==> src/rtl/bus_request_arbiter_pkg.sv <==
// Shared types for the code/data bus request arbiter: FSM states, requester ids and the
// bit positions used in the two-wide eligible/grant vectors.
package bus_request_arbiter_pkg;

  typedef enum logic [1:0] {
    IDLE     = 2'd0,
    BUS_CODE = 2'd1,
    BUS_DATA = 2'd2
  } bus_arb_state_t;

  typedef enum logic {
    REQ_CODE = 1'b0,
    REQ_DATA = 1'b1
  } bus_requester_t;

  localparam int unsigned NumReq  = 2;
  localparam int unsigned CodeBit = 0;
  localparam int unsigned DataBit = 1;

  // Bus-owning state that serves a given requester.
  function automatic bus_arb_state_t bus_state_for(input bus_requester_t req);
    return (req == REQ_CODE) ? BUS_CODE : BUS_DATA;
  endfunction

endpackage

==> src/rtl/bus_arbiter_rr2.sv <==
// Combinational two-way round-robin picker. While the data side holds the lock, the code
// requester is masked so a read-modify-write sequence cannot be split.
module bus_arbiter_rr2
  import bus_request_arbiter_pkg::*;
(
  input  logic [NumReq-1:0] eligible_i,
  input  bus_requester_t    last_grant_i,
  input  logic              lock_i,
  output logic [NumReq-1:0] grant_o
);

  logic [NumReq-1:0] masked;

  always_comb begin
    masked = eligible_i;
    if (lock_i) begin
      masked[CodeBit] = 1'b0;
    end

    grant_o = '0;
    unique case (masked)
      2'b01:   grant_o[CodeBit] = 1'b1;
      2'b10:   grant_o[DataBit] = 1'b1;
      // Tie goes to whoever did not win last time.
      2'b11: begin
        if (last_grant_i == REQ_DATA) begin
          grant_o[CodeBit] = 1'b1;
        end else begin
          grant_o[DataBit] = 1'b1;
        end
      end
      default: grant_o = '0;
    endcase
  end

endmodule

==> src/rtl/bus_request_arbiter.sv <==
// Shares the bus-interface-unit port between the fetch (code) and execute (data) requesters:
// registers the winning request onto the bus and returns data plus a one-cycle ready pulse.
module bus_request_arbiter
  import bus_request_arbiter_pkg::*;
#(
  parameter int unsigned ADDR_W = 32,
  parameter int unsigned DATA_W = 32
) (
  input  logic              clock,
  input  logic              reset,

  input  logic              i_code_vaild,
  input  logic [ADDR_W-1:0] i_code_address,
  output logic              o_code_ready,
  output logic [DATA_W-1:0] o_code_data_read,

  input  logic              i_data_vaild,
  input  logic              i_data_write_enable,
  input  logic              i_data_lock,
  input  logic [ADDR_W-1:0] i_data_address,
  input  logic [DATA_W-1:0] i_data_data_write,
  output logic              o_data_ready,
  output logic [DATA_W-1:0] o_data_data_read,

  output logic              o_bus_vaild,
  input  logic              i_bus_ready,
  output logic              o_bus_write_enable,
  output logic [ADDR_W-1:0] o_bus_address,
  output logic [DATA_W-1:0] o_bus_data_write,
  input  logic [DATA_W-1:0] i_bus_data_read,
  output logic              o_bus_busy
);

  bus_arb_state_t state_q, state_d;
  bus_requester_t last_grant_q, last_grant_d;
  logic           lock_held_q, lock_held_d;

  logic              bus_vaild_q, bus_vaild_d;
  logic              bus_we_q, bus_we_d;
  logic [ADDR_W-1:0] bus_addr_q, bus_addr_d;
  logic [DATA_W-1:0] bus_wdata_q, bus_wdata_d;

  logic              code_ready_q, code_ready_d;
  logic              data_ready_q, data_ready_d;
  logic [DATA_W-1:0] code_rdata_q, code_rdata_d;
  logic [DATA_W-1:0] data_rdata_q, data_rdata_d;

  logic [NumReq-1:0] eligible;
  logic [NumReq-1:0] grant;

  // A requester being acked this cycle still shows its old valid; mask it so it is not
  // served twice for one request.
  always_comb begin
    eligible          = '0;
    eligible[CodeBit] = i_code_vaild & ~code_ready_q;
    eligible[DataBit] = i_data_vaild & ~data_ready_q;
  end

  bus_arbiter_rr2 u_rr2 (
    .eligible_i   (eligible),
    .last_grant_i (last_grant_q),
    .lock_i       (lock_held_q),
    .grant_o      (grant)
  );

  always_comb begin
    state_d      = state_q;
    last_grant_d = last_grant_q;
    lock_held_d  = lock_held_q;
    bus_vaild_d  = bus_vaild_q;
    bus_we_d     = bus_we_q;
    bus_addr_d   = bus_addr_q;
    bus_wdata_d  = bus_wdata_q;
    code_ready_d = 1'b0;
    data_ready_d = 1'b0;
    code_rdata_d = code_rdata_q;
    data_rdata_d = data_rdata_q;

    unique case (state_q)
      IDLE: begin
        if (!i_data_vaild && !i_data_lock) begin
          lock_held_d = 1'b0;
        end
        if (grant[CodeBit]) begin
          state_d      = bus_state_for(REQ_CODE);
          last_grant_d = REQ_CODE;
          bus_vaild_d  = 1'b1;
          bus_we_d     = 1'b0;
          bus_addr_d   = i_code_address;
          bus_wdata_d  = '0;
        end else if (grant[DataBit]) begin
          state_d      = bus_state_for(REQ_DATA);
          last_grant_d = REQ_DATA;
          bus_vaild_d  = 1'b1;
          bus_we_d     = i_data_write_enable;
          bus_addr_d   = i_data_address;
          bus_wdata_d  = i_data_data_write;
        end
      end

      BUS_CODE: begin
        if (i_bus_ready) begin
          state_d      = IDLE;
          bus_vaild_d  = 1'b0;
          code_rdata_d = i_bus_data_read;
          code_ready_d = 1'b1;
        end
      end

      BUS_DATA: begin
        if (i_bus_ready) begin
          state_d      = IDLE;
          bus_vaild_d  = 1'b0;
          data_rdata_d = i_bus_data_read;
          data_ready_d = 1'b1;
          lock_held_d  = i_data_lock;
        end
      end

      default: state_d = IDLE;
    endcase
  end

  always_ff @(posedge clock or negedge reset) begin
    if (!reset) begin
      state_q      <= IDLE;
      last_grant_q <= REQ_DATA;
      lock_held_q  <= 1'b0;
      bus_vaild_q  <= 1'b0;
      bus_we_q     <= 1'b0;
      bus_addr_q   <= '0;
      bus_wdata_q  <= '0;
      code_ready_q <= 1'b0;
      data_ready_q <= 1'b0;
      code_rdata_q <= '0;
      data_rdata_q <= '0;
    end else begin
      state_q      <= state_d;
      last_grant_q <= last_grant_d;
      lock_held_q  <= lock_held_d;
      bus_vaild_q  <= bus_vaild_d;
      bus_we_q     <= bus_we_d;
      bus_addr_q   <= bus_addr_d;
      bus_wdata_q  <= bus_wdata_d;
      code_ready_q <= code_ready_d;
      data_ready_q <= data_ready_d;
      code_rdata_q <= code_rdata_d;
      data_rdata_q <= data_rdata_d;
    end
  end

  assign o_bus_vaild        = bus_vaild_q;
  assign o_bus_write_enable = bus_we_q;
  assign o_bus_address      = bus_addr_q;
  assign o_bus_data_write   = bus_wdata_q;
  assign o_code_ready       = code_ready_q;
  assign o_code_data_read   = code_rdata_q;
  assign o_data_ready       = data_ready_q;
  assign o_data_data_read   = data_rdata_q;
  assign o_bus_busy         = (state_q != IDLE);

endmodule

==> config.mk <==
export PLATFORM = sky130hd
export DESIGN_NAME = bus_request_arbiter
export DESIGN_NICKNAME = d
export VERILOG_FILES = /design/src/rtl/bus_request_arbiter_pkg.sv /design/src/rtl/bus_arbiter_rr2.sv /design/src/rtl/bus_request_arbiter.sv
export SDC_FILE = /design/constraint.sdc
export NUM_CORES = 1
export LEC_CHECK = 0
export CORE_AREA = 5 5 123 125
export DETAILED_ROUTE_END_ITERATION = 8
export DIE_AREA = 0 0 128 130
export GPL_TIMING_DRIVEN = 0
export PLACE_DENSITY = 0.8
export SYNTH_ARGS = -nofsm -noshare
export SYNTH_HDL_FRONTEND = slang
export SYNTH_SLANG_ARGS = --single-unit
export TNS_END_PERCENT = 30
==> constraint.sdc <==
create_clock -name clock -period 2.05 [get_ports clock]
set_input_delay 0.5125 -clock clock [delete_from_list [all_inputs] [get_ports clock]]
set_output_delay 0.5125 -clock clock [all_outputs]
set_load 0.01 [all_outputs]
==> impl_metrics.tcl <==
set metrics [dict create \
    outcome "finished, final reports clean" \
    cp.required_ps 1540 \
    min_period_over_period_pct 96.8 \
    grt_pass1_wl_um 28500 \
    place_area_mm2 0.00849 \
    skew_ps 7.56 \
    top_level_ports 268 \
    power_frac_seq_pct 32.0 \
    power_frac_comb_pct 46.3 \
    layout.cells.non_filler 913 \
    core-area_mm2 0.0138 \
    clk_pin_slew_ps 50 \
    initialDrtViolationCount 305 \
    antenna_found_initial 0 \
    yosys_warnings 0 \
    gp_congestion 0.898 \
    p_int_w 0.0100 \
    vias 4862 \
    area_delta_synth_final_pct 64.4 \
    clock-sinks 136 \
    synth_top_area_share_pct 60.7 \
    dr.pass1.iters 4 \
    synth_top_area_cell "dfrtp_1" \
    overflow 0 \
    syn-num-nets 572 \
    cp_top_family "buffers and inverters" \
    layout_min_cycle_time_ps 1990 \
    drc 0 \
    worstPathArrival_ps 1470 \
    max_freq_mhz 504 \
    htree_levels 4 \
    rsz0062_at_grt "true" \
    grt_pass1_vias 5352 \
    grt_max_degree 88 \
    synth_seq_cells 136 \
    cts_tree "built" \
    utilization_pct 66.4 \
    start_util_pct 40.4 \
    p_switching_w 0.00496 \
    antennaDiodeCount 0 \
    cp-start-kind "register" \
    drive_gt1_share_pct 17.2 \
    setup_viol 0 \
    die_x_um 128 \
    max_cap_viol_count 0 \
    portBuffers 267 \
    critPathSlowestCell "clkdlybuf4s50_1" \
    synthTopCellsByArea "dfrtp_1 (61%), mux2_2 (13%), a22o_1 (5.2%)" \
    critPathMaxStageDelay_ps 600 \
    path_buf_inv 1 \
    r2r_setup_slack_ps 90 \
    wirelength_um 18300 \
    clock_path_buffers 2 \
    cts-buffers-inserted 17 \
    ant_nets 0 \
    cp-end-kind "output port" \
    dp_hpwl_um 13500 \
    ys_types 32 \
    track_usage_pct 22.0 \
    worstMarginPinSlew_ps 519 \
    ys_seq_area_share_pct 61.2 \
    r2r_cells 7 \
    hp-class "input port to asynchronous set/reset pin" \
    place_inst 882 \
    hold_viol 0 \
    drv_slew 0 \
    clockPowerShare_pct 21.6 \
    syn_area_per_cell_um2 12.8 \
    crit_path_cell_trace "clkdlybuf4s50_1" \
    worst-path-max-fanout 4 \
    critPathKind "register to output port" \
    netlist_instances 434 \
    cp_num_cells 1 \
    cts-root-buf "clkbuf_16" \
    die_area_mm2 0.0166 \
    power_leakage_nw 3.78 \
    ir_worst_vdd_v 0.000945 \
    relSlewSlack_pct 65.4 \
    wire_per_inst_um 20.1 \
    viasPerCell 5.33 \
    rows 43 \
    nets 859 \
    fp.dieH_um 130 \
    netSwitchingFraction_pct 33.1 \
    syn_area_mm2 0.00556 \
    power_per_cell_area_mw_per_mm2 1640 \
    stdcell_area_mm2 0.00915 \
    insertion_delay_ps 420 \
]
-- stage by stage --
step / worst slack (ps) / power [W] / hold WS [ps] / TNS (ps)
2_1_floorplan: 386 / 0.00784 / 217 / 0
3_3_place_gp: -4680 / 0.0115 / 487 / -653540
3_5_place_dp: -359 / 0.0117 / 485 / -23260
4_1_cts: 19.2 / 0.0151 / 35.3 / 0
5_1_grt: -12.3 / 0.0158 / 62.2 / -16.1
6_report: 64.7 / 0.0150 / 33.3 / 0
-- synth_stat cells, drive strengths merged --
library cell,number
nand2b,1
dfrtp,135
and3b,1
nand4,1
o2bb2ai,1
nor3b,2
dfstp,1
nand3,32
buf,18
a2bb2oi,1
or3b,2
a211oi,1
o21ai,33
a31oi,32
a21boi,1
nor3,32
a22oi,1
mux2,64
nor4bb,1
nor2,2
a21oi,2
a22o,33
ha,3
nand2,4
clkbuf,19
a21o,1
a32o,3
inv,7
-- power by group through the flow --
stage	registers, W	logic (W)	clock network (W)
finish	0.00479	0.00694	0.00324
global route	0.00497	0.00742	0.00341
CTS	0.00478	0.00697	0.00330
detailed placement	0.00480	0.00689	0
global placement	0.00472	0.00674	0
floorplan	0.00533	0.00252	0
-- routing by layer --
layer / up-vias / wire [um] / track usage [%]
met5: - / 0 / 0
met4: 0 / 368 / 7.55
met3: 27 / 2110 / 10.0
met2: 266 / 9220 / 38.0
met1: 2386 / 6640 / 23.9
li1: 2183 / - / -
-- what timing repair did --
action | in CTS | in global routing
hold buffers | 0 | 0
pin swaps | 0 | 1
buffers inserted | 0 | 0
endpoints found under the setup margin | 31 | 31
gates resized for setup | 5 | 7
-- cell type report --
cell class	count	area (um2)
repair buffers	268	2700
multi-input cells	254	1960
inverters	7	26.3
fillers	1030	4630
clock inverters	11	171
well taps	180	225
flip-flops and latches	136	3400
plain buffers	37	200
clock buffers	20	457
-- cell families after synthesis --
logic type / count (synthesis) / share of synthesized area [%]
fa+ha+maj: 3 / 0.675
simple gates: 78 / 7.49
compound gates: 109 / 13.6
mux: 64 / 13.0
flops: 136 / 61.2
buf+inv: 44 / 4.05
-- sequential cells by signal (all words and copies together) (netlist names), 2 cells and up --
name / cells
o_bus_address: 32
o_data_data_read: 32
o_bus_data_write: 32
o_code_data_read: 32
state_q: 2
-- placed cells by master, fill, tap and decap left out, drive strengths merged --
master,n
a31oi,32
a2bb2oi,1
a21boi,1
a211oi,1
clkbuf,39
clkdlybuf4s50,265
nor3,32
nand2b,1
a21oi,2
a22oi,1
nand3,32
and3b,1
nor3b,2
clkinvlp,2
o2bb2ai,1
a22o,33
buf,20
o21ai,33
ha,3
inv,8
dfstp,1
nor2,2
nor4bb,1
a32o,3
dfrtp,135
nand2,4
or3b,2
mux2,64
bufinv,4
a21o,1
nand4,1
clkdlybuf4s15,1
clkinv,4
-- final timing paths --
kind	start	to
max	o_code_ready$_DFF_PN0_	o_code_ready
min	reset	o_data_data_read[23]$_DFFE_PN0P_
max reg2reg	state_q[1]$_DFFE_PN0P_	o_bus_address[26]$_DFFE_PN0P_
min reg2reg	o_bus_data_write[16]$_DFFE_PN0P_	o_bus_data_write[16]$_DFFE_PN0P_
max in group asynchronous	reset	o_bus_data_write[28]$_DFFE_PN0P_
min in group clock	o_bus_data_write[16]$_DFFE_PN0P_	o_bus_data_write[16]$_DFFE_PN0P_
No activity file was read; power rests on OpenSTA's default activity.
